**config.mk**
```make
export PLATFORM = sky130hd
export DESIGN_NAME = wb_write_combiner
export DESIGN_NICKNAME = d
export VERILOG_FILES = /design/src/rtl/wb_combiner_pkg.sv /design/src/rtl/wb_lane_merge.sv /design/src/rtl/wb_write_combiner.sv
export SDC_FILE = /design/constraint.sdc
export NUM_CORES = 1
export LEC_CHECK = 0
export CORE_AREA = 10 10 133 111
export CTS_CLUSTER_SIZE = 30
export DETAILED_ROUTE_END_ITERATION = 8
export DIE_AREA = 0 0 143 121
export PLACE_DENSITY_LB_ADDON = 0.3
export SETUP_SLACK_MARGIN = 0.2
export SYNTH_ARGS = -nofsm -noshare
export SYNTH_HDL_FRONTEND = slang
export SYNTH_HIERARCHICAL = 1
export SYNTH_SLANG_ARGS = --single-unit
export TNS_END_PERCENT = 30
```
**constraint.sdc**
```tcl
create_clock -name clock -period 9.3 [get_ports clock]
set_input_delay 1.86 -clock clock [delete_from_list [all_inputs] [get_ports clock]]
set_output_delay 1.86 -clock clock [all_outputs]
set_load 0.01 [all_outputs]
```
**src/rtl/wb_combiner_pkg.sv**
```systemverilog
// Shared definitions for the Wishbone write combiner: state encoding,
// bus widths, the full-word lane select value and a byte-lane mask helper.
package wb_combiner_pkg;

    localparam int WB_AW = 32;
    localparam int WB_DW = 32;

    localparam logic [3:0] SEL_FULL = 4'hF;

    typedef enum logic [1:0] {
        IDLE  = 2'd0,
        HOLD  = 2'd1,
        DRAIN = 2'd2
    } comb_state_t;

    // Expand four byte-lane selects into a 32-bit byte mask.
    function automatic logic [WB_DW-1:0] lane_mask(input logic [3:0] sel);
        lane_mask = {{8{sel[3]}}, {8{sel[2]}}, {8{sel[1]}}, {8{sel[0]}}};
    endfunction

endpackage

```
**src/rtl/wb_lane_merge.sv**
```systemverilog
// Per-byte merge of the held write word with a new partial write:
// every byte whose select is set comes from the new data, the rest
// keep the held value.
module wb_lane_merge
    import wb_combiner_pkg::*;
(
    input  logic [WB_DW-1:0] hold_dat,
    input  logic [WB_DW-1:0] new_dat,
    input  logic [3:0]       new_sel,
    output logic [WB_DW-1:0] merged_dat
);

    logic [WB_DW-1:0] mask_s;

    // Pick each byte from the new or the held word according to its select.
    always_comb begin
        mask_s     = lane_mask(new_sel);
        merged_dat = (new_dat & mask_s) | (hold_dat & ~mask_s);
    end

endmodule

```
**src/rtl/wb_write_combiner.sv**
```systemverilog
// Wishbone write combiner placed in front of the posted write buffer.
// Consecutive partial writes to one 32-bit word are merged in a hold
// register and leave as a single write; reads pass through only once no
// merged write is pending. Flush request/ack are forwarded so a flush
// covers both this stage and the write buffer.
// Optional feature: define WB_COMBINE_STATS_EN to enable the 16-bit
// saturating merge/drain statistics counters (otherwise they read 0).
module wb_write_combiner
    import wb_combiner_pkg::*;
#(
    parameter int TIMEOUT_CYCLES = 8,
    parameter int TCNT_W         = 4
) (
    input  logic             clock,
    input  logic             sclr,
    input  logic [WB_AW-1:0] s_adr_i,
    input  logic [WB_DW-1:0] s_dat_i,
    output logic [WB_DW-1:0] s_dat_o,
    input  logic [3:0]       s_sel_i,
    input  logic             s_cyc_i,
    input  logic             s_stb_i,
    input  logic             s_we_i,
    output logic             s_ack_o,
    output logic [WB_AW-1:0] m_adr_o,
    output logic [WB_DW-1:0] m_dat_o,
    output logic [3:0]       m_sel_o,
    output logic             m_cyc_o,
    output logic             m_stb_o,
    output logic             m_we_o,
    input  logic [WB_DW-1:0] m_dat_i,
    input  logic             m_ack_i,
    input  logic             flushreq_i,
    output logic             flushack_o,
    output logic             flushreq_o,
    input  logic             flushack_i,
    output logic [15:0]      merge_cnt_o,
    output logic [15:0]      drain_cnt_o
);

    localparam logic [TCNT_W-1:0] TIMER_LAST = TCNT_W'(TIMEOUT_CYCLES - 1);

    comb_state_t        state_r, state_s;
    logic [WB_AW-1:2]   hadr_r, hadr_s;
    logic [WB_DW-1:0]   hdat_r, hdat_s;
    logic [3:0]         hsel_r, hsel_s;
    logic [TCNT_W-1:0]  timer_r, timer_s;

    logic               req_s, wr_s, rd_s, same_word_s;
    logic [WB_DW-1:0]   merged_dat_s;
    logic [3:0]         merged_sel_s;
    logic               ack_s, mcyc_s, mwe_s;

    assign req_s        = s_cyc_i & s_stb_i;
    assign wr_s         = req_s & s_we_i;
    assign rd_s         = req_s & ~s_we_i;
    assign same_word_s  = (s_adr_i[WB_AW-1:2] == hadr_r);
    assign merged_sel_s = hsel_r | s_sel_i;

    wb_lane_merge u_lane_merge (
        .hold_dat   (hdat_r),
        .new_dat    (s_dat_i),
        .new_sel    (s_sel_i),
        .merged_dat (merged_dat_s)
    );

    // Next-state, hold register update and bus outputs of the combiner FSM.
    always_comb begin
        state_s = state_r;
        hadr_s  = hadr_r;
        hdat_s  = hdat_r;
        hsel_s  = hsel_r;
        timer_s = timer_r;
        ack_s   = 1'b0;
        mcyc_s  = 1'b0;
        mwe_s   = 1'b0;
        m_adr_o = {hadr_r, 2'b00};
        m_dat_o = hdat_r;
        m_sel_o = hsel_r;
        case (state_r)
            IDLE: begin
                if (rd_s) begin
                    // Read pass-through to the write buffer.
                    mcyc_s  = 1'b1;
                    m_adr_o = s_adr_i;
                    m_dat_o = s_dat_i;
                    m_sel_o = s_sel_i;
                    ack_s   = m_ack_i;
                end else if (wr_s && !flushreq_i) begin
                    ack_s = 1'b1;
                    if (s_sel_i != 4'h0) begin
                        hadr_s  = s_adr_i[WB_AW-1:2];
                        hdat_s  = s_dat_i;
                        hsel_s  = s_sel_i;
                        timer_s = '0;
                        state_s = (s_sel_i == SEL_FULL) ? DRAIN : HOLD;
                    end else begin
                        // A write with no lanes selected changes nothing.
                        state_s = IDLE;
                    end
                end else begin
                    state_s = IDLE;
                end
            end
            HOLD: begin
                if (flushreq_i) begin
                    state_s = DRAIN;
                end else if (wr_s && same_word_s) begin
                    ack_s   = 1'b1;
                    hdat_s  = merged_dat_s;
                    hsel_s  = merged_sel_s;
                    timer_s = '0;
                    state_s = (merged_sel_s == SEL_FULL) ? DRAIN : HOLD;
                end else if (req_s) begin
                    // Other word or a read: drain first, request waits for IDLE.
                    state_s = DRAIN;
                end else if (timer_r == TIMER_LAST) begin
                    state_s = DRAIN;
                end else begin
                    timer_s = timer_r + TCNT_W'(1);
                end
            end
            DRAIN: begin
                mcyc_s = 1'b1;
                mwe_s  = 1'b1;
                if (m_ack_i) begin
                    state_s = IDLE;
                end else begin
                    state_s = DRAIN;
                end
            end
            default: begin
                state_s = IDLE;
            end
        endcase
    end

    // State, hold register and timeout counter; reset drops any held write.
    always_ff @(posedge clock or posedge sclr) begin
        if (sclr) begin
            state_r <= IDLE;
            hadr_r  <= '0;
            hdat_r  <= '0;
            hsel_r  <= 4'h0;
            timer_r <= '0;
        end else begin
            state_r <= state_s;
            hadr_r  <= hadr_s;
            hdat_r  <= hdat_s;
            hsel_r  <= hsel_s;
            timer_r <= timer_s;
        end
    end

    assign s_ack_o    = ack_s & ~sclr;
    assign m_cyc_o    = mcyc_s & ~sclr;
    assign m_stb_o    = mcyc_s & ~sclr;
    assign m_we_o     = mwe_s & ~sclr;
    assign s_dat_o    = m_dat_i;
    assign flushreq_o = flushreq_i;
    assign flushack_o = (state_r == IDLE) & flushack_i;

`ifdef WB_COMBINE_STATS_EN
    logic [15:0] merge_cnt_r;
    logic [15:0] drain_cnt_r;
    logic        merge_ev_s;
    logic        drain_ev_s;

    assign merge_ev_s = (state_r == HOLD) & wr_s & same_word_s & ~flushreq_i;
    assign drain_ev_s = (state_r == DRAIN) & m_ack_i;

    // Saturating merge and drain statistics counters.
    always_ff @(posedge clock or posedge sclr) begin
        if (sclr) begin
            merge_cnt_r <= 16'd0;
            drain_cnt_r <= 16'd0;
        end else begin
            if (merge_ev_s && (merge_cnt_r != 16'hFFFF)) begin
                merge_cnt_r <= merge_cnt_r + 16'd1;
            end else begin
                merge_cnt_r <= merge_cnt_r;
            end
            if (drain_ev_s && (drain_cnt_r != 16'hFFFF)) begin
                drain_cnt_r <= drain_cnt_r + 16'd1;
            end else begin
                drain_cnt_r <= drain_cnt_r;
            end
        end
    end

    assign merge_cnt_o = merge_cnt_r;
    assign drain_cnt_o = drain_cnt_r;
`else
    assign merge_cnt_o = 16'd0;
    assign drain_cnt_o = 16'd0;
`endif

endmodule

```
After elaboration in Yosys (flattened, before gate mapping)
Index checks and enable logic that the tools add are counted.
{"block": "op_classes", "addsub": 1, "eq_ne": 14, "mux": 45, "bitwise_logic": 15, "reduce_logical": 10}
{"op": "32-bit two-way mux", "count": 9}
{"op": "32-bit bitwise AND", "count": 2}
{"op": "32-bit case mux with 2 select lines", "count": 1}
{"op": "4-bit two-way mux", "count": 14}
{"op": "32-bit inverter", "count": 1}
{"op": "32-bit OR", "count": 1}
{"op": "30-bit equality test", "count": 1}
{"op": "2-bit two-way mux", "count": 10}
{"op": "4-bit case mux with 2 select lines", "count": 2}
{"op": "2-bit inequality test (second input constant)", "count": 5}
{"op": "4-bit equality test (second input constant)", "count": 2}
{"op": "1-bit bitwise AND", "count": 7}
{"op": "7-bit AND reduction", "count": 1}
{"op": "1-bit two-way mux", "count": 6}
{"op": "3-bit inequality test (second input constant)", "count": 2}
{"op": "2-bit case mux with 3 select lines", "count": 1}
{"op": "6-bit AND reduction", "count": 1}
{"op": "5-bit inequality test (second input constant)", "count": 1}
{"op": "4-bit by 1-bit adder with 4-bit output (second input constant)", "count": 1}
{"op": "4-bit by 3-bit equality test with 1-bit output (second input constant)", "count": 1}
{"op": "4-bit OR", "count": 1}
{"op": "1-bit case mux with 2 select lines", "count": 2}
{"op": "4-bit AND reduction", "count": 1}
{"op": "4-bit nonzero test", "count": 1}
{"op": "8 further kinds", "count": 11}
{"block": "word_totals", "reg_bits": 72, "inputBits": 108, "output_inout_bits": 138}

Logic depth before layout (Yosys ltp)
Gate-level depths: netlist of run 1.
{"block": "logic_depth", "depth_word": 7, "depth_mapped": 8, "ltp_nobuf": 6}

By module
Netlist of run 1, hierarchy kept.
{"module": "wb_write_combiner", "n_inst": 1, "cells_each": 486, "area_per_inst_um2": 4909.7}
{"module": "wb_lane_merge", "n_inst": 1, "cells_each": 36, "area_per_inst_um2": 525.5}

Least setup slack after synthesis of run 1
OpenSTA, ideal clock, no wires.
{"block": "synth_timing", "kind": "input-to-output", "start": "input sclr", "end": "output m_we_o", "arrival_ns": 3.738, "required_ns": 7.440, "slack_ns": 3.702, "stages": 2, "path_buffers": 0, "path_cell_list": "inv_1 -> and3_1"}
{"block": "synth_via", "elab_chain_cells": 2}
{"item": "start: declaration", "line_no": "wb_write_combiner.sv:15", "rtl": "input logic sclr,"}
{"item": "1-bit inverter", "line_no": "wb_write_combiner.sv:157", "rtl": "assign m_we_o = mwe_s & ~sclr;"}
{"item": "1-bit bitwise AND", "line_no": "wb_write_combiner.sv:157"}
{"item": "end: declaration", "line_no": "wb_write_combiner.sv:29", "rtl": "output logic m_we_o,"}
No other way between the ends.

Worst setup path after layout of run 1
{"block": "layout_timing", "start": "input s_adr_i[18]", "end": "output s_ack_o"}
{"block": "layout_via", "elab_chain_cells": 6}
{"item": "start: declaration", "line_no": "wb_write_combiner.sv:16", "rtl": "input logic [WB_AW-1:0] s_adr_i,"}
{"item": "30-bit equality test", "line_no": "wb_write_combiner.sv:56", "rtl": "assign same_word_s = (s_adr_i[WB_AW-1:2] == hadr_r);"}
{"item": "1-bit logical AND", "line_no": "wb_write_combiner.sv:107", "rtl": "end else if (wr_s && same_word_s) begin"}
{"item": "1-bit two-way mux", "line_no": "wb_write_combiner.sv:107"}
{"item": "1-bit two-way mux", "line_no": "wb_write_combiner.sv:105", "rtl": "if (flushreq_i) begin"}
{"item": "1-bit case mux with 2 select lines", "line_no": "wb_write_combiner.sv:79", "rtl": "case (state_r)"}
{"item": "1-bit bitwise AND", "line_no": "wb_write_combiner.sv:154", "rtl": "assign s_ack_o = ack_s & ~sclr;"}
{"item": "end: declaration", "line_no": "wb_write_combiner.sv:23", "rtl": "output logic s_ack_o,"}
No other way between the ends.

==> reports/results.ini, run 1 <==
[cts]
htree_levels = 3
cts_setup_buffers = 0
cts_resized = 0
clkTransAtPathRegs_ns = 0.05
cts.sink_count = 72
cts_buffers = 9
clock_latency_ns = 0.33
cts_tree = built
ctsRootBufferMaster = clkbuf_16
postCtsHoldBufs = 0
max-clock-path-buffers = 2

[timing]
grt_setup_unrepaired = false
maxSlewViolCount = 0
tns_ns = 0
worstMarginPinSlew_ns = 1.17
finalHoldViolCount = 0
fin_hold_ws_ns = 0.511
fmax_ghz = 0.147
setup_violations = 0
slew_headroom_pct = 22.0
clock_skew_ns = 0.00843
period_share_pct = 73.1
fin_crit_ns = 6.80

[synth]
synth-edff-count = 0
async_flop_share_pct = 100
synth_ff_type = dfrtp_1
syn_area_per_cell_um2 = 10.4
syn-cell-area_um2 = 5440
yosys_register_bits = 72
ys_types = 39
syn_inst = 522
seq_area_frac_synth_pct = 33.1
yosysWarnings = 6

[power]
powerDensity_nw_per_um2 = 224
ir_drop_mv = 0.161
leakage_nw = 3.05

[routing]
viasPerCell = 5.13
drc = 0
drt_pre_antenna_iters = 5
drt-total-wl_mm = 13.8
drt_iter0_drc = 248
num_vias = 4014
ant_nets = 0
wl_per_cell_um = 17.6

[critical_path]
worstPathArrival_ns = 4.94
cp-start-kind = primary input
path_max_fanout = 5
rrSetupSlack_ns = 5.96
crit_start = s_adr_i[18]
r2r_start = hadr_r[30]
crit_path_end_kind = output port
required_ns = 7.44
crit_type = in2out

[outcome]
status = finished, final reports clean

[hold_path]
holdCritPathClass = reg2reg
holdCritStartpoint = hdat_r[4]

[global_routing]
gr-usage-all-layers_pct = 15.6
grt_max_degree = 74
grt-ovfl-total = 0
grt_pass1_wl_mm = 22.0
grt_pass1_vias = 4264
antenna_found_initial = 1

[floorplanning]
rows = 36
dieWidth_um = 143
start_util_pct = 45.2
die_h_um = 121
pin_count = 246
core_area_um2 = 12000
dieArea_um2 = 17300

[place]
dp_hpwl_mm = 10.0
port-buffer-count = 149
place.gp.congestion = 0.802

[layout]
n_antenna_cell = 0
drive_above_1_share_pct = 28.8
fin_nets = 735
area_growth_pct = 28.4

[run]
maxCapViolCount = 0

cells in the mapped netlist, types with 5 or more instances:
cell | n | area [µm²]
dfrtp_1 | 72 | 1800
mux2_4 | 32 | 480
nand2_1 | 102 | 383
clkbuf_1 | 16 | 60.1
buf_6 | 7 | 78.8
nor4_1 | 9 | 56.3
nor2_1 | 9 | 33.8
inv_1 | 5 | 18.8
xor2_1 | 27 | 236
mux2_2 | 125 | 1410
buf_4 | 66 | 495
per-layer routing:
metal / vias up / wire length, µm / GRT usage, %
met5: - / 20 / 0
met4: 2 / 99 / 3.93
met3: 12 / 1570 / 8.18
met2: 140 / 6400 / 25.8
met1: 1949 / 5710 / 17.4
li1: 1911 / - / -
layout make-up:
class                           count  area (µm²)
Clock buffer                       11         243
Clock inverter                      5         104
Fill cell                        1020        5050
Inverter                            5        18.8
Multi-Input combinational cell    384        3090
Sequential cell                    72        1800
Tap cell                          152         190
Timing Repair Buffer              154        1530
cell usage in the layout, fill, tap and decap left out, types with 3 or more instances in the layout:
master / Yosys / final
nand3_1: 3 / 3
bufinv_16: 0 / 3
nand2_1: 102 / 102
mux2_2: 125 / 125
conb_1: 1 / 32
xor2_1: 27 / 27
and2_1: 3 / 3
clkbuf_16: 0 / 9
o21ai_0: 3 / 3
inv_1: 5 / 4
buf_4: 66 / 5
xnor2_1: 3 / 3
mux2_4: 32 / 32
a22o_1: 4 / 4
clkdlybuf4s50_1: 0 / 149
mux2_1: 3 / 3
dfrtp_1: 72 / 72
nor4_1: 9 / 8
nor2_1: 9 / 8
nand4_1: 4 / 4
worst max-delay path, cell delays in order:
cell and delay, ns:
clkdlybuf4s50_1 0.45, xor2_1 0.18, nor4_1 0.48, nand2_1 0.13, or4_1 0.63, or3_1 0.36, a211oi_1 0.24, clkdlybuf4s50_1 0.59
sequential cells by signal, summed over array words and instances, names as in the netlist:
signal   flops
hdat_r      32
hsel_r       4
timer_r      4
state_r      2
hadr_r      30
power by group:
group          switching [mW]  total [mW]  internal [mW]
combinational           0.240       0.664          0.424
sequential             0.0829       0.502          0.419
clock                   0.130       0.399          0.269
stage by stage:
step	util [%]	power (mW)	cell area (µm²)	cells	worst slack, ns
global placement	55.1	1.16	6630	767	2.54
finish	58.0	1.57	6980	783	2.50
global route	58.0	1.66	6980	783	2.38
CTS	58.0	1.59	6980	783	2.49
detailed placement	55.1	1.18	6630	767	2.48
floorplan	-	0.891	5550	553	3.70
cell families after synthesis:
kind of cell	synth area share [%]
AND/OR/NAND/NOR	10.8
buffers and inverters	12.3
other	0.0690
adder cells (fa/ha/maj)	0.230
flip-flops	33.1
XOR/XNOR	4.83
multiplexers	35.5
AO/OA/AOI/OAI	3.06
path summary, 6_finish.rpt:
path                            cells past startpoint    endpoint
worst max register to register                      6  hdat_r[23]
min in group asynchronous                           3   hsel_r[0]
worst min-delay path                                1   hdat_r[4]
worst min register to register                      1   hdat_r[4]
worst max-delay path                                8     s_ack_o
max in group asynchronous                           3  timer_r[3]
(Power assumes the default switching activity.)
==> run 2: changes to the inputs <==
- CORE_AREA: 10 10 133 111 -> 10 10 143 119
- DIE_AREA: 0 0 143 121 -> 0 0 153 129
- clock period: 9.3 -> 5.78 ns (I/O delays scaled with it)
==> reports/results.ini, run 2 (synthesized netlist as in run 1, its figures left out) <==
[cts]
clkTransAtPathRegs_ns = 0.06  ; was 0.05 ns
ctsRootBufferMaster = clkbuf_16  ; unchanged
cts_setup_buffers = 0  ; unchanged
max-clock-path-buffers = 2  ; unchanged
cts_resized = 0  ; unchanged
cts.sink_count = 72  ; unchanged
clock_latency_ns = 0.34  ; was 0.33 ns
cts_buffers = 9  ; unchanged
cts_tree = built  ; unchanged
htree_levels = 3  ; unchanged
postCtsHoldBufs = 0  ; unchanged

[timing]
slew_headroom_pct = 36.9  ; was 22.0%
worstMarginPinSlew_ns = 0.947  ; was 1.17 ns
finalHoldViolCount = 0  ; unchanged
maxSlewViolCount = 0  ; unchanged
clock_skew_ns = 0.00431  ; was 0.00843 ns
fmax_ghz = 0.190
period_share_pct = 91.0
setup_violations = 0  ; unchanged
grt_setup_unrepaired = false  ; unchanged
setup_slack_ns = 0.522  ; was 2.50 ns
tns_ns = 0  ; unchanged
fin_crit_ns = 5.26

[critical_path]
rr_worst_depth = 9  ; was 6
crit_path_end = s_ack_o  ; unchanged
worstPathArrival_ns = 4.10  ; was 4.94 ns
reg2reg_to = hdat_r[14]  ; was hdat_r[23]
required_ns = 4.62  ; was 7.44 ns
crit_path_end_kind = output port  ; unchanged
path_max_fanout = 3  ; was 5
crit_type = in2out  ; unchanged
crit_start = s_adr_i[28]  ; was s_adr_i[18]
r2r_start = hadr_r[28]  ; was hadr_r[30]
rrSetupSlack_ns = 2.42  ; was 5.96 ns
cp-start-kind = primary input  ; unchanged

[power]
powerDensity_nw_per_um2 = 363  ; was 224 nW/µm²
leakage_nw = 3.10  ; was 3.05 nW
ir_drop_mv = 0.178  ; was 0.161 mV

[global_routing]
gr-usage-all-layers_pct = 14.6  ; was 15.6%
grt-ovfl-total = 0  ; unchanged
grt_pass1_vias = 4450  ; was 4264
antenna_found_initial = 0  ; was 1
grt_pass1_wl_mm = 23.8  ; was 22.0 mm
grt_max_degree = 73  ; was 74

[layout]
area_growth_pct = 30.7  ; was 28.4%
largest_reg_flops = 32  ; unchanged
drive_above_1_share_pct = 29.8  ; was 28.8%
n_antenna_cell = 0  ; unchanged
final_common_cell = clkdlybuf4s50_1  ; unchanged
final_cell_mix = clkdlybuf4s50_1 (149), mux2_2 (125), nand2_1 (102)  ; unchanged
regMostFlops = hdat_r  ; unchanged
top_regs = hdat_r x32, hadr_r x30  ; unchanged
fin_nets = 742  ; was 735

[routing]
ant_nets = 0  ; unchanged
viasPerCell = 4.93  ; was 5.13
wl_per_cell_um = 17.8  ; was 17.6 µm
drt_iter0_drc = 92  ; was 248
drc = 0  ; unchanged
num_vias = 4056  ; was 4014
drt-total-wl_mm = 14.7  ; was 13.8 mm
drt_pre_antenna_iters = 4  ; was 5

[place]
dp_slack_ns = 0.483  ; was 2.48 ns
port-buffer-count = 149  ; unchanged
place.gp.congestion = 0.791  ; was 0.802
dp_hpwl_mm = 10.7  ; was 10.0 mm

[floorplanning]
pin_count = 246  ; unchanged
dieWidth_um = 153  ; was 143 µm
dieArea_um2 = 19700  ; was 17300 µm²
core_area_um2 = 14100  ; was 12000 µm²
die_h_um = 129  ; was 121 µm
start_util_pct = 38.7  ; was 45.2%
rows = 39  ; was 36

[hold_path]
holdCritStartpoint = hdat_r[4]  ; unchanged
holdPathStages = 1  ; unchanged
holdCritPathClass = reg2reg  ; unchanged

[outcome]
status = finished, final reports clean  ; unchanged

[run]
maxCapViolCount = 0  ; unchanged

-- run 2: layout make-up --
type                    instances  area, µm²
inverters                       5       18.8
flip-flops and latches         72       1800
well taps                     184        230
multi-input cells             384       3090
clock inverters                 6        130
clock buffers                  10        239
fillers                      1241       6950
repair buffers                161       1590
-- run 2: worst min path at each step --
stage | end
after global routing | hdat_r[4]
after detailed placement | hdat_r[4]
after CTS | hdat_r[4]
after floorplan | hdat_r[4]
after global placement | timer_r[0]
final | hdat_r[4]
-- run 2: metal layers --
metal	wire length, µm	global-route usage (%)	vias to the layer above
li1	-	-	1917
met1	6160	16.9	1941
met2	6700	23.3	166
met3	1580	7.36	32
met4	223	4.31	0
met5	0	0	-
-- run 2: worst max-delay path, stage by stage --
cell and delay (ns):
clkdlybuf4s50_1 0.45, xor2_1 0.18, nor4_1 0.37, buf_4 0.18
nand2_1 0.05, or4_1 0.57, or3_1 0.33, a211oi_1 0.22
clkdlybuf4s50_1 0.58
-- run 2: through the flow --
step	instance area (µm²)	hold slack [ns]	instances	util [%]	total power [mW]
finish	7110	0.514	822	50.6	2.58
global route	7110	0.539	822	50.6	2.74
CTS	7110	0.519	822	50.6	2.62
detailed placement	6740	0.510	806	47.9	1.91
global placement	6740	0.495	806	47.9	1.88
floorplan	5550	0.477	553	-	1.43
-- run 2: power breakdown --
group | switching (mW) | total [mW] | internal, mW | leakage (nW)
Combinational | 0.394 | 1.08 | 0.686 | 2.04
Clock | 0.214 | 0.689 | 0.475 | 0.182
Sequential | 0.138 | 0.812 | 0.675 | 0.877
==> run 3: changes to the inputs <==
- CORE_AREA: 10 10 143 119 -> 10 10 151 125
- CTS_CLUSTER_DIAMETER: not set -> 100
- DIE_AREA: 0 0 153 129 -> 0 0 161 135
- DONT_BUFFER_PORTS: not set -> 1
==> reports/results.ini, run 3 (synthesized netlist as in run 1, its figures left out) <==
[routing]
viasPerCell = 4.93  ; about the same
wl_per_cell_um = 19.4  ; was 17.8 µm
drt_pre_antenna_iters = 4  ; unchanged
num_vias = 3441  ; was 4056
drt-total-wl_mm = 13.5  ; was 14.7 mm
drt_iter0_drc = 190  ; was 92
ant_nets = 0  ; unchanged
drc = 0  ; unchanged

[critical_path]
crit_cells = 6  ; was 9
crit_path_end_kind = output port  ; unchanged
cp_cell_sequence = xor2_1, nor4_1, nand2_1, or4_1, or3_1, a211oi_1  ; was clkdlybuf4s50_1, xor2_1, nor4_1, buf_4, nand2_1, or4_1, or3_1, a211oi_1, clkdlybuf4s50_1
required_ns = 4.62  ; about the same
cp_slowest_cell = or4_1  ; was clkdlybuf4s50_1
path_max_fanout = 5  ; was 3
rrSetupSlack_ns = 2.68  ; was 2.42 ns
cp_top_family = simple AND/OR/NAND/NOR gates  ; unchanged
worstPathArrival_ns = 3.44  ; was 4.10 ns
path_buf_inv = 0  ; was 3
crit_type = in2out  ; unchanged
cp-start-kind = primary input  ; unchanged
max_stage_delay_ns = 0.70  ; was 0.58 ns
rr_worst_depth = 7  ; was 9

[global_routing]
grt_pass1_vias = 3694  ; was 4450
gr-usage-all-layers_pct = 12.0  ; was 14.6%
antenna_found_initial = 0  ; unchanged
grt-ovfl-total = 0  ; unchanged
grt_max_degree = 73  ; unchanged
grt_pass1_wl_mm = 21.0  ; was 23.8 mm

[place]
dp_hpwl_mm = 9.95  ; was 10.7 mm
placed_cells = 682  ; was 806
port-buffer-count = 0  ; was 149
dpl-instance-area_um2 = 5230  ; was 6740 µm²
dp_slack_ns = 1.09  ; was 0.483 ns
place.gp.congestion = 0.747  ; was 0.791

[timing]
tns_ns = 0  ; unchanged
grt_setup_unrepaired = false  ; unchanged
setup_violations = 0  ; unchanged
setup_slack_ns = 1.18  ; was 0.522 ns
fin_crit_ns = 4.60  ; was 5.26 ns
finalHoldViolCount = 0  ; unchanged
worstMarginPinSlew_ns = 0.977  ; was 0.947 ns
maxSlewViolCount = 0  ; unchanged
clock_skew_ns = 0.00568  ; was 0.00431 ns
period_share_pct = 79.6  ; was 91.0%
slew_headroom_pct = 34.9  ; was 36.9%
fmax_ghz = 0.217  ; was 0.190 GHz

[cts]
clock_latency_ns = 0.34  ; about the same
htree_levels = 3  ; unchanged
cts_setup_buffers = 0  ; unchanged
clkTransAtPathRegs_ns = 0.06  ; about the same
max-clock-path-buffers = 2  ; unchanged
ctsRootBufferMaster = clkbuf_16  ; unchanged
cts.sink_count = 72  ; unchanged
cts_buffers = 9  ; unchanged
postCtsHoldBufs = 0  ; unchanged
cts_tree = built  ; unchanged
cts_resized = 0  ; unchanged

[layout]
fin_area_um2 = 5550  ; was 7110 µm²
final_common_cell = mux2_2  ; was clkdlybuf4s50_1
n_antenna_cell = 0  ; unchanged
top_regs = hdat_r x32, hadr_r x30  ; unchanged
fin_cells = 698  ; was 822
largest_reg_flops = 32  ; unchanged
nFillCells = 1586  ; was 1241
final_cell_mix = mux2_2 (125), nand2_1 (102), dfrtp_1 (72)  ; was clkdlybuf4s50_1 (149), mux2_2 (125), nand2_1 (102)
area_growth_pct = 2.09  ; was 30.7%
regMostFlops = hdat_r  ; unchanged
fin_nets = 587  ; was 742
drive_above_1_share_pct = 37.9  ; was 29.8%

[floorplanning]
die_h_um = 135  ; was 129 µm
core_area_um2 = 15700  ; was 14100 µm²
rows = 41  ; was 39
pin_count = 246  ; unchanged
start_util_pct = 34.6  ; was 38.7%
dieWidth_um = 161  ; was 153 µm
dieArea_um2 = 21700  ; was 19700 µm²

[hold_path]
holdPathStages = 1  ; unchanged
holdCritPathClass = reg2reg  ; unchanged

[outcome]
status = finished, final reports clean  ; unchanged

[power]
powerDensity_nw_per_um2 = 381  ; was 363 nW/µm²
leakage_nw = 2.46  ; was 3.10 nW
ir_drop_mv = 0.190  ; was 0.178 mV

[run]
maxCapViolCount = 0  ; unchanged

## run 3: cell count changes in the layout (fill, tap and decap cells not counted)
cell | before | now
clkbuf_1 | 0 | 1
buf_4 | 11 | 6
clkinv_2 | 2 | 1
bufinv_16 | 4 | 2
clkinvlp_4 | 0 | 2
clkdlybuf4s50_1 | 149 | 0
buf_12 | 1 | 0
## run 3: per-stage QoR
step / power [mW] / hold slack (ns) / utilization (%)
floorplan: 1.43 / 0.477 / -
global placement: 1.51 / 0.492 / 33.3
detailed placement: 1.53 / 0.502 / 33.3
CTS: 2.16 / 0.510 / 35.3
global route: 2.26 / 0.529 / 35.3
finish: 2.11 / 0.511 / 35.3
## run 3: final cells by class
type                            instances  area, µm²  area share, %
Timing Repair Buffer                    6       45.0          0.812
Inverter                                5       18.8          0.338
Clock inverter                          5       80.1           1.44
Sequential cell                        72       1800           32.5
Tap cell                              215        269           4.85
Clock buffer                           11        243           4.37
Multi-Input combinational cell        384       3090           55.7
## run 3: where the power goes
group	total (mW)	switching (mW)	internal, mW
sequential	0.812	0.138	0.675
combinational	0.697	0.316	0.381
clock	0.605	0.216	0.389
total	2.11	0.670	1.44
## run 3: path summary, 6_finish.rpt
kind,start,endpoint
max,s_adr_i[28],s_ack_o
min,hdat_r[4],hdat_r[4]
min in group asynchronous,sclr,state_r[0]
max in group asynchronous,sclr,hadr_r[29]
max reg2reg,hadr_r[3],hdat_r[20]
min reg2reg,hdat_r[4],hdat_r[4]
## run 3: per-layer routing
layer | up-vias | track usage, % | share of wire (%)
li1 | 1612 | - | -
met1 | 1656 | 12.7 | 39
met2 | 150 | 19.2 | 45
met3 | 23 | 7.99 | 14
met4 | 0 | 3.58 | 1.4
met5 | - | 0 | 0
